--- src/rtl/fp_tiny_pkg.sv ---
// Shared widths, FSM state encoding and small helpers for the tiny
// floating-point align/add datapath.
package fp_tiny_pkg;

    localparam int EXP_W  = 3;
    localparam int FRAC_W = 4;
    localparam int MANT_W = 5;

    typedef enum logic [2:0] {
        IDLE  = 3'd0,
        ALIGN = 3'd1,
        ADD   = 3'd2,
        NORM  = 3'd3,
        DONE  = 3'd4
    } fsm_state_t;

    // Alignment shift count, saturated so large differences cost a bounded number of cycles.
    function automatic logic [EXP_W-1:0] sat_shift(input logic [EXP_W-1:0] diff,
                                                   input logic [EXP_W-1:0] max_shift);
        logic [EXP_W-1:0] res;
        if (diff > max_shift) begin
            res = max_shift;
        end else begin
            res = diff;
        end
        return res;
    endfunction

endpackage

--- src/rtl/fp_mant_addsub.sv ---
// Combinational mantissa adder/subtractor; one extra result bit holds the carry.
module fp_mant_addsub
    import fp_tiny_pkg::*;
(
    input  logic [MANT_W-1:0] a,
    input  logic [MANT_W-1:0] b,
    input  logic              sub,
    output logic [MANT_W:0]   y
);

    // Magnitude add, or big-minus-small when the operand signs differ.
    always_comb begin
        y = {(MANT_W+1){1'b0}};
        if (sub) begin
            y = {1'b0, a} - {1'b0, b};
        end else begin
            y = {1'b0, a} + {1'b0, b};
        end
    end

endmodule

--- src/rtl/fp_align_add.sv ---
// Multi-cycle tiny-float adder: serial alignment, one add cycle, serial
// normalisation, then a held result with a valid/ready handshake.
module fp_align_add
    import fp_tiny_pkg::*;
#(
    parameter int MAX_ALIGN = 5
) (
    input  logic              clk,
    input  logic              rst_n,
    input  logic              in_valid,
    output logic              in_ready,
    input  logic              in_sign_big,
    input  logic              in_sign_small,
    input  logic [EXP_W-1:0]  in_exp_big,
    input  logic [EXP_W-1:0]  in_expdiff,
    input  logic [FRAC_W-1:0] in_bigfract,
    input  logic [FRAC_W-1:0] in_smallfract,
    input  logic              out_ready,
    output logic              out_valid,
    output logic              out_sign,
    output logic [EXP_W-1:0]  out_exp,
    output logic [FRAC_W-1:0] out_fract,
    output logic              out_ovf,
    output logic              out_unf,
    output logic              out_zero
);

    localparam logic [EXP_W-1:0] MAX_ALIGN_C = EXP_W'(MAX_ALIGN);
    localparam logic [EXP_W-1:0] EXP_MAX_C   = {EXP_W{1'b1}};

    fsm_state_t        state_r;
    logic [EXP_W-1:0]  cnt_r;
    logic              sign_big_r;
    logic              sub_r;
    logic [EXP_W-1:0]  exp_r;
    logic [MANT_W-1:0] mbig_r;
    logic [MANT_W-1:0] msmall_r;
    logic [MANT_W:0]   sum_r;
    logic              res_sign_r;
    logic              ovf_r;
    logic              unf_r;
    logic              zero_r;
    logic [MANT_W:0]   sum_s;

    fp_mant_addsub u_addsub (
        .a   (mbig_r),
        .b   (msmall_r),
        .sub (sub_r),
        .y   (sum_s)
    );

    // Control FSM, working datapath registers and registered result outputs.
    always_ff @(posedge clk or negedge rst_n) begin
        if (!rst_n) begin
            state_r    <= IDLE;
            cnt_r      <= {EXP_W{1'b0}};
            sign_big_r <= 1'b0;
            sub_r      <= 1'b0;
            exp_r      <= {EXP_W{1'b0}};
            mbig_r     <= {MANT_W{1'b0}};
            msmall_r   <= {MANT_W{1'b0}};
            sum_r      <= {(MANT_W+1){1'b0}};
            res_sign_r <= 1'b0;
            ovf_r      <= 1'b0;
            unf_r      <= 1'b0;
            zero_r     <= 1'b0;
            in_ready   <= 1'b1;
            out_valid  <= 1'b0;
            out_sign   <= 1'b0;
            out_exp    <= {EXP_W{1'b0}};
            out_fract  <= {FRAC_W{1'b0}};
            out_ovf    <= 1'b0;
            out_unf    <= 1'b0;
            out_zero   <= 1'b0;
        end else begin
            case (state_r)
                IDLE: begin
                    if (in_valid && in_ready) begin
                        in_ready   <= 1'b0;
                        sign_big_r <= in_sign_big;
                        sub_r      <= in_sign_big ^ in_sign_small;
                        exp_r      <= in_exp_big;
                        mbig_r     <= {1'b1, in_bigfract};
                        msmall_r   <= {1'b1, in_smallfract};
                        cnt_r      <= sat_shift(in_expdiff, MAX_ALIGN_C);
                        ovf_r      <= 1'b0;
                        unf_r      <= 1'b0;
                        zero_r     <= 1'b0;
                        if (in_expdiff != {EXP_W{1'b0}}) begin
                            state_r <= ALIGN;
                        end else begin
                            state_r <= ADD;
                        end
                    end
                end
                ALIGN: begin
                    msmall_r <= {1'b0, msmall_r[MANT_W-1:1]};
                    cnt_r    <= cnt_r - {{(EXP_W-1){1'b0}}, 1'b1};
                    if (cnt_r <= {{(EXP_W-1){1'b0}}, 1'b1}) begin
                        state_r <= ADD;
                    end
                end
                ADD: begin
                    sum_r      <= sum_s;
                    res_sign_r <= sign_big_r;
                    state_r    <= NORM;
                end
                NORM: begin
                    // One normalisation decision per cycle, carry first.
                    if (sum_r[MANT_W]) begin
                        if (exp_r == EXP_MAX_C) begin
                            sum_r <= {1'b0, {MANT_W{1'b1}}};
                            ovf_r <= 1'b1;
                        end else begin
                            sum_r <= {1'b0, sum_r[MANT_W:1]};
                            exp_r <= exp_r + {{(EXP_W-1){1'b0}}, 1'b1};
                        end
                        state_r <= DONE;
                    end else if (sum_r == {(MANT_W+1){1'b0}}) begin
                        exp_r      <= {EXP_W{1'b0}};
                        res_sign_r <= 1'b0;
                        zero_r     <= 1'b1;
                        state_r    <= DONE;
                    end else if (sum_r[MANT_W-1]) begin
                        state_r <= DONE;
                    end else if (exp_r == {EXP_W{1'b0}}) begin
                        sum_r      <= {(MANT_W+1){1'b0}};
                        res_sign_r <= 1'b0;
                        unf_r      <= 1'b1;
                        zero_r     <= 1'b1;
                        state_r    <= DONE;
                    end else begin
                        sum_r <= {sum_r[MANT_W-1:0], 1'b0};
                        exp_r <= exp_r - {{(EXP_W-1){1'b0}}, 1'b1};
                    end
                end
                DONE: begin
                    // First DONE cycle publishes the result; it then holds until consumed.
                    if (!out_valid) begin
                        out_valid <= 1'b1;
                        out_sign  <= res_sign_r;
                        out_exp   <= exp_r;
                        out_fract <= sum_r[FRAC_W-1:0];
                        out_ovf   <= ovf_r;
                        out_unf   <= unf_r;
                        out_zero  <= zero_r;
                    end else if (out_ready) begin
                        out_valid <= 1'b0;
                        in_ready  <= 1'b1;
                        state_r   <= IDLE;
                    end
                end
                default: begin
                    state_r   <= IDLE;
                    in_ready  <= 1'b1;
                    out_valid <= 1'b0;
                end
            endcase
        end
    end

endmodule

--- config.mk ---
export PLATFORM = sky130hd
export DESIGN_NAME = fp_align_add
export DESIGN_NICKNAME = d
export VERILOG_FILES = /design/src/rtl/fp_tiny_pkg.sv /design/src/rtl/fp_mant_addsub.sv /design/src/rtl/fp_align_add.sv
export SDC_FILE = /design/constraint.sdc
export NUM_CORES = 1
export LEC_CHECK = 0
export CORE_MARGIN = 2
export CORE_UTILIZATION = 59
export DETAILED_ROUTE_END_ITERATION = 8
export PLACE_DENSITY = 0.84
export SLEW_MARGIN = 0
export SYNTH_ARGS = -nofsm -noshare
export SYNTH_HDL_FRONTEND = slang
export SYNTH_HIERARCHICAL = 1
export SYNTH_SLANG_ARGS = --single-unit
--- constraint.sdc ---
create_clock -name clk -period 3.1 [get_ports clk]
set_input_delay 0.62 -clock clk [delete_from_list [all_inputs] [get_ports clk]]
set_output_delay 0.62 -clock clk [all_outputs]
set_load 0.01 [all_outputs]
==> summary.txt <==
Yosys
  – FFs w/ async S/R, synth: 1.00
  – Syn. warnings: 6
  – Synth top area share: 0.433
  – Seq/Total Area, Yosys: 0.444
  – Yosys cell types: slightly below 60
  – Top post-synthesis cells by area: dfrtp_1 (43%), ha_1 (6.0%), mux2_2 (5.0%)
  – Largest area contributor in the netlist: dfrtp_1
  – Synth Register Bits: 44
  – Synth Flop Type: dfrtp_1
  – Cell count after synthesis: approximately 250
  – EDFF count, synth: 0
  – Mapped Nets: approximately 280
  – Synthesized area: between 2000 and 2500 um^2
  – Avg Cell Area, Syn: between 10 and 15 um^2

Layout
  – Final Non-Filler Cells: roughly 330
  – Post-route cell area: 2910 um^2
  – Multi-input logic area: around 1300 um^2
  – Filler Cell Count: a little over 300
  – Syn-to-layout area delta: 17.0%
  – Layout cells sized above 1: 0.134
  – Seq. cell area: 1100 um^2
  – Diode count: 0
  – Post-layout nets: 309

Setup path
  – CP Data Arrival Time: between 2 and 3 ns
  – Worst Path Max Fanout: 4
  – Crit. Startpoint: msmall_r[0]
  – Req. time, crit path: 3.33 ns
  – FF-to-FF End: sum_r[5]
  – Crit path to: sum_r[5]
  – R2R Setup Slk: between 0.7 and 0.8 ns
  – Worst r2r src: msmall_r[0]
  – Startpoint types: register
  – Reg2Reg Depth: 10
  – Kind of end point of the critical path: register
  – Critical Setup Path Class: register to register

Global route
  – Initial antenna violation count: 0
  – Vias in the first global route: ~1800
  – Grt ovf: 0
  – First-pass GRT wire length: 8410 um
  – GR Util All Layers: 0.243
  – Largest net degree at the start of global routing: 45

Clocking
  – Root Driver: clkbuf_8
  – PostCTS Resize Cnt: 0
  – Sink Count: 44
  – Post-CTS Setup Repair Bufs: 0
  – Worst-path clk slew: 0.09 ns
  – TritonCTS clock tree: done
  – CTS H-Tree Depth: 2
  – Worst-Skew Late Latency: ~0.3 ns
  – Hold_buf cts: 0
  – Clk buf depth: 2
  – CTS Buf Count: 5

Die
  – Rows: 23
  – Starting Density: 0.617
  – Core Region: slightly above 4000 um^2
  – Die height: ~69 um
  – I/O pin count: 33
  – Die Wd: ~70 um
  – Die area: about 4700 um^2

Timing
  – Final setup fails: 0
  – Fin Clk Skew: around 0.009 ns
  – Worst Max-Slew Pin Slew: approximately 0.97 ns
  – Max Slew Vio Count: 0
  – Slew headroom: 0.353
  – Min Tclk post-route: about 2.3 ns
  – Setup tns final: 0 ns
  – Hold Fails Final Rpt: 0
  – Setup repair after global routing missed its margin: false
  – Final period utilization: 0.744
  – Achievable clock frequency: 434 MHz

Place
  – Post-DP Area: 2820 um^2
  – Gpl congestion: 0.826
  – IO buf count: 32
  – DPL Wire Length: around 3600 um
  – Cells after DPL: about 320

Drt
  – Via density: 5.84
  – Starting DRT DRC Count: about 110
  – Detailed Routing Iterations Pass 1: 4
  – Via Count: about 1900
  – DR WL/cell: roughly 15 um
  – WL final: roughly 5100 um
  – # DRC: 0
  – Final antenna-violating net count: 0

Worst hold path
  – Hold Path Class: input port to asynchronous set/reset pin

Power
  – Pleak: 1.34 nW
  – PD cells: 1150 nW/um^2
  – Maximum vdd ir drop: 0.577 mV

Outcome
  – Status: completed

Job
  – Max_cap viols: 0
==> kinds of logic after synthesis <==
group	share of synthesized area
AND/OR/NAND/NOR	0.150
XOR/XNOR	0.0282
buffers and inverters	0.0433
AO/OA/AOI/OAI	0.180
adder cells (fa/ha/maj)	0.0685
flip-flops	0.444
multiplexers	0.0866
==> critical path, cell delays in order (launching register included) <==
cell	delay [ns]
dfrtp_1	0.41
inv_1	0.07
ha_1	0.29
mux2i_1	0.24
ha_1	0.28
nor2b_1	0.14
o31a_1	0.27
o22ai_2	0.13
xor2_1	0.20
nand2b_1	0.08
o21ai_0	0.13
==> cell type report <==
class	count	share of cell area
Clock buffer	6	0.0284
Clock inverter	2	0.00344
Inverter	14	0.0181
Multi-Input combinational cell	178	0.438
Sequential cell	44	0.379
Tap cell	50	0.0215
Timing Repair Buffer	33	0.111
==> Yosys cell counts, types with 4 or more instances <==
library cell / n
o21ai_0: 10
buf_2: 4
dfrtp_1: 43
mux2_4: 4
nand2_1: 32
a21o_1: 6
a31oi_1: 6
nand3_1: 4
nand2b_1: 5
nor2_1: 17
inv_1: 14
a22o_1: 4
mux2_2: 11
a21oi_1: 14
ha_1: 12
xnor2_1: 5
==> flip-flops by register name, summed over array words and instances, names as in the netlist <==
register and count:
out_unf 1, exp_r 3, mbig_r 5, state_r 3
sub_r 1, sign_big_r 1, in_ready 1, out_ovf 1
out_exp 3, unf_r 1, out_zero 1, out_sign 1
msmall_r 5, zero_r 1, sum_r 6, cnt_r 3
res_sign_r 1, ovf_r 1, out_fract 4, out_valid 1
==> power by group <==
group	leakage, nW	internal, mW	switching [mW]
clock network	0.0510	0.178	0.194
logic	0.747	0.956	0.875
registers	0.541	0.850	0.298
total	1.34	1.98	1.37
==> layer usage <==
| metal | global-route usage | vias to the layer above | routed length (um) |
|---|---|---|---|
| met2 | 0.374 | 53 | 2400 |
| li1 | - | 930 | - |
| met4 | 0.0956 | 0 | 85 |
| met5 | 0 | - | 0 |
| met3 | 0.0633 | 9 | 254 |
| met1 | 0.327 | 918 | 2310 |
==> worst min-delay path by stage <==
stage / cells after the start / start / to / slack (ns)
6_report: 1 / rst_n / mbig_r[3] / 0.47
4_1_cts: 1 / mbig_r[4] / mbig_r[4] / 0.49
3_5_place_dp: 1 / mbig_r[4] / mbig_r[4] / 0.46
2_1_floorplan: 0 / rst_n / cnt_r[0] / 0.32
3_3_place_gp: 1 / mbig_r[4] / mbig_r[4] / 0.46
5_1_grt: 2 / mbig_r[0] / mbig_r[0] / 0.51
==> per-stage QoR <==
step / util / total power, mW / setup WS, ns / hold WS, ns
after global routing: 0.722 / 3.64 / 0.592 / 0.506
after CTS: 0.722 / 3.37 / 0.765 / 0.486
final: 0.722 / 3.35 / 0.793 / 0.467
after floorplan: - / 2.48 / 1.05 / 0.324
after global placement: 0.699 / 2.88 / 0.968 / 0.458
after detailed placement: 0.699 / 2.97 / 0.849 / 0.463
==> cell usage in the layout (no fill, tap or decap), types with 5 or more instances in the layout <==
cell / synthesis / routed
xnor2_1: 5 / 5
nand2_1: 32 / 32
o21ai_0: 10 / 10
nor2_1: 17 / 17
a31oi_1: 6 / 6
ha_1: 12 / 12
dfrtp_1: 43 / 43
a21o_1: 6 / 6
mux2_2: 11 / 11
clkbuf_8: 0 / 6
clkdlybuf4s50_1: 0 / 31
a21oi_1: 14 / 14
nand2b_1: 5 / 5
inv_1: 14 / 14
Power figures use the tool's default switching activity.
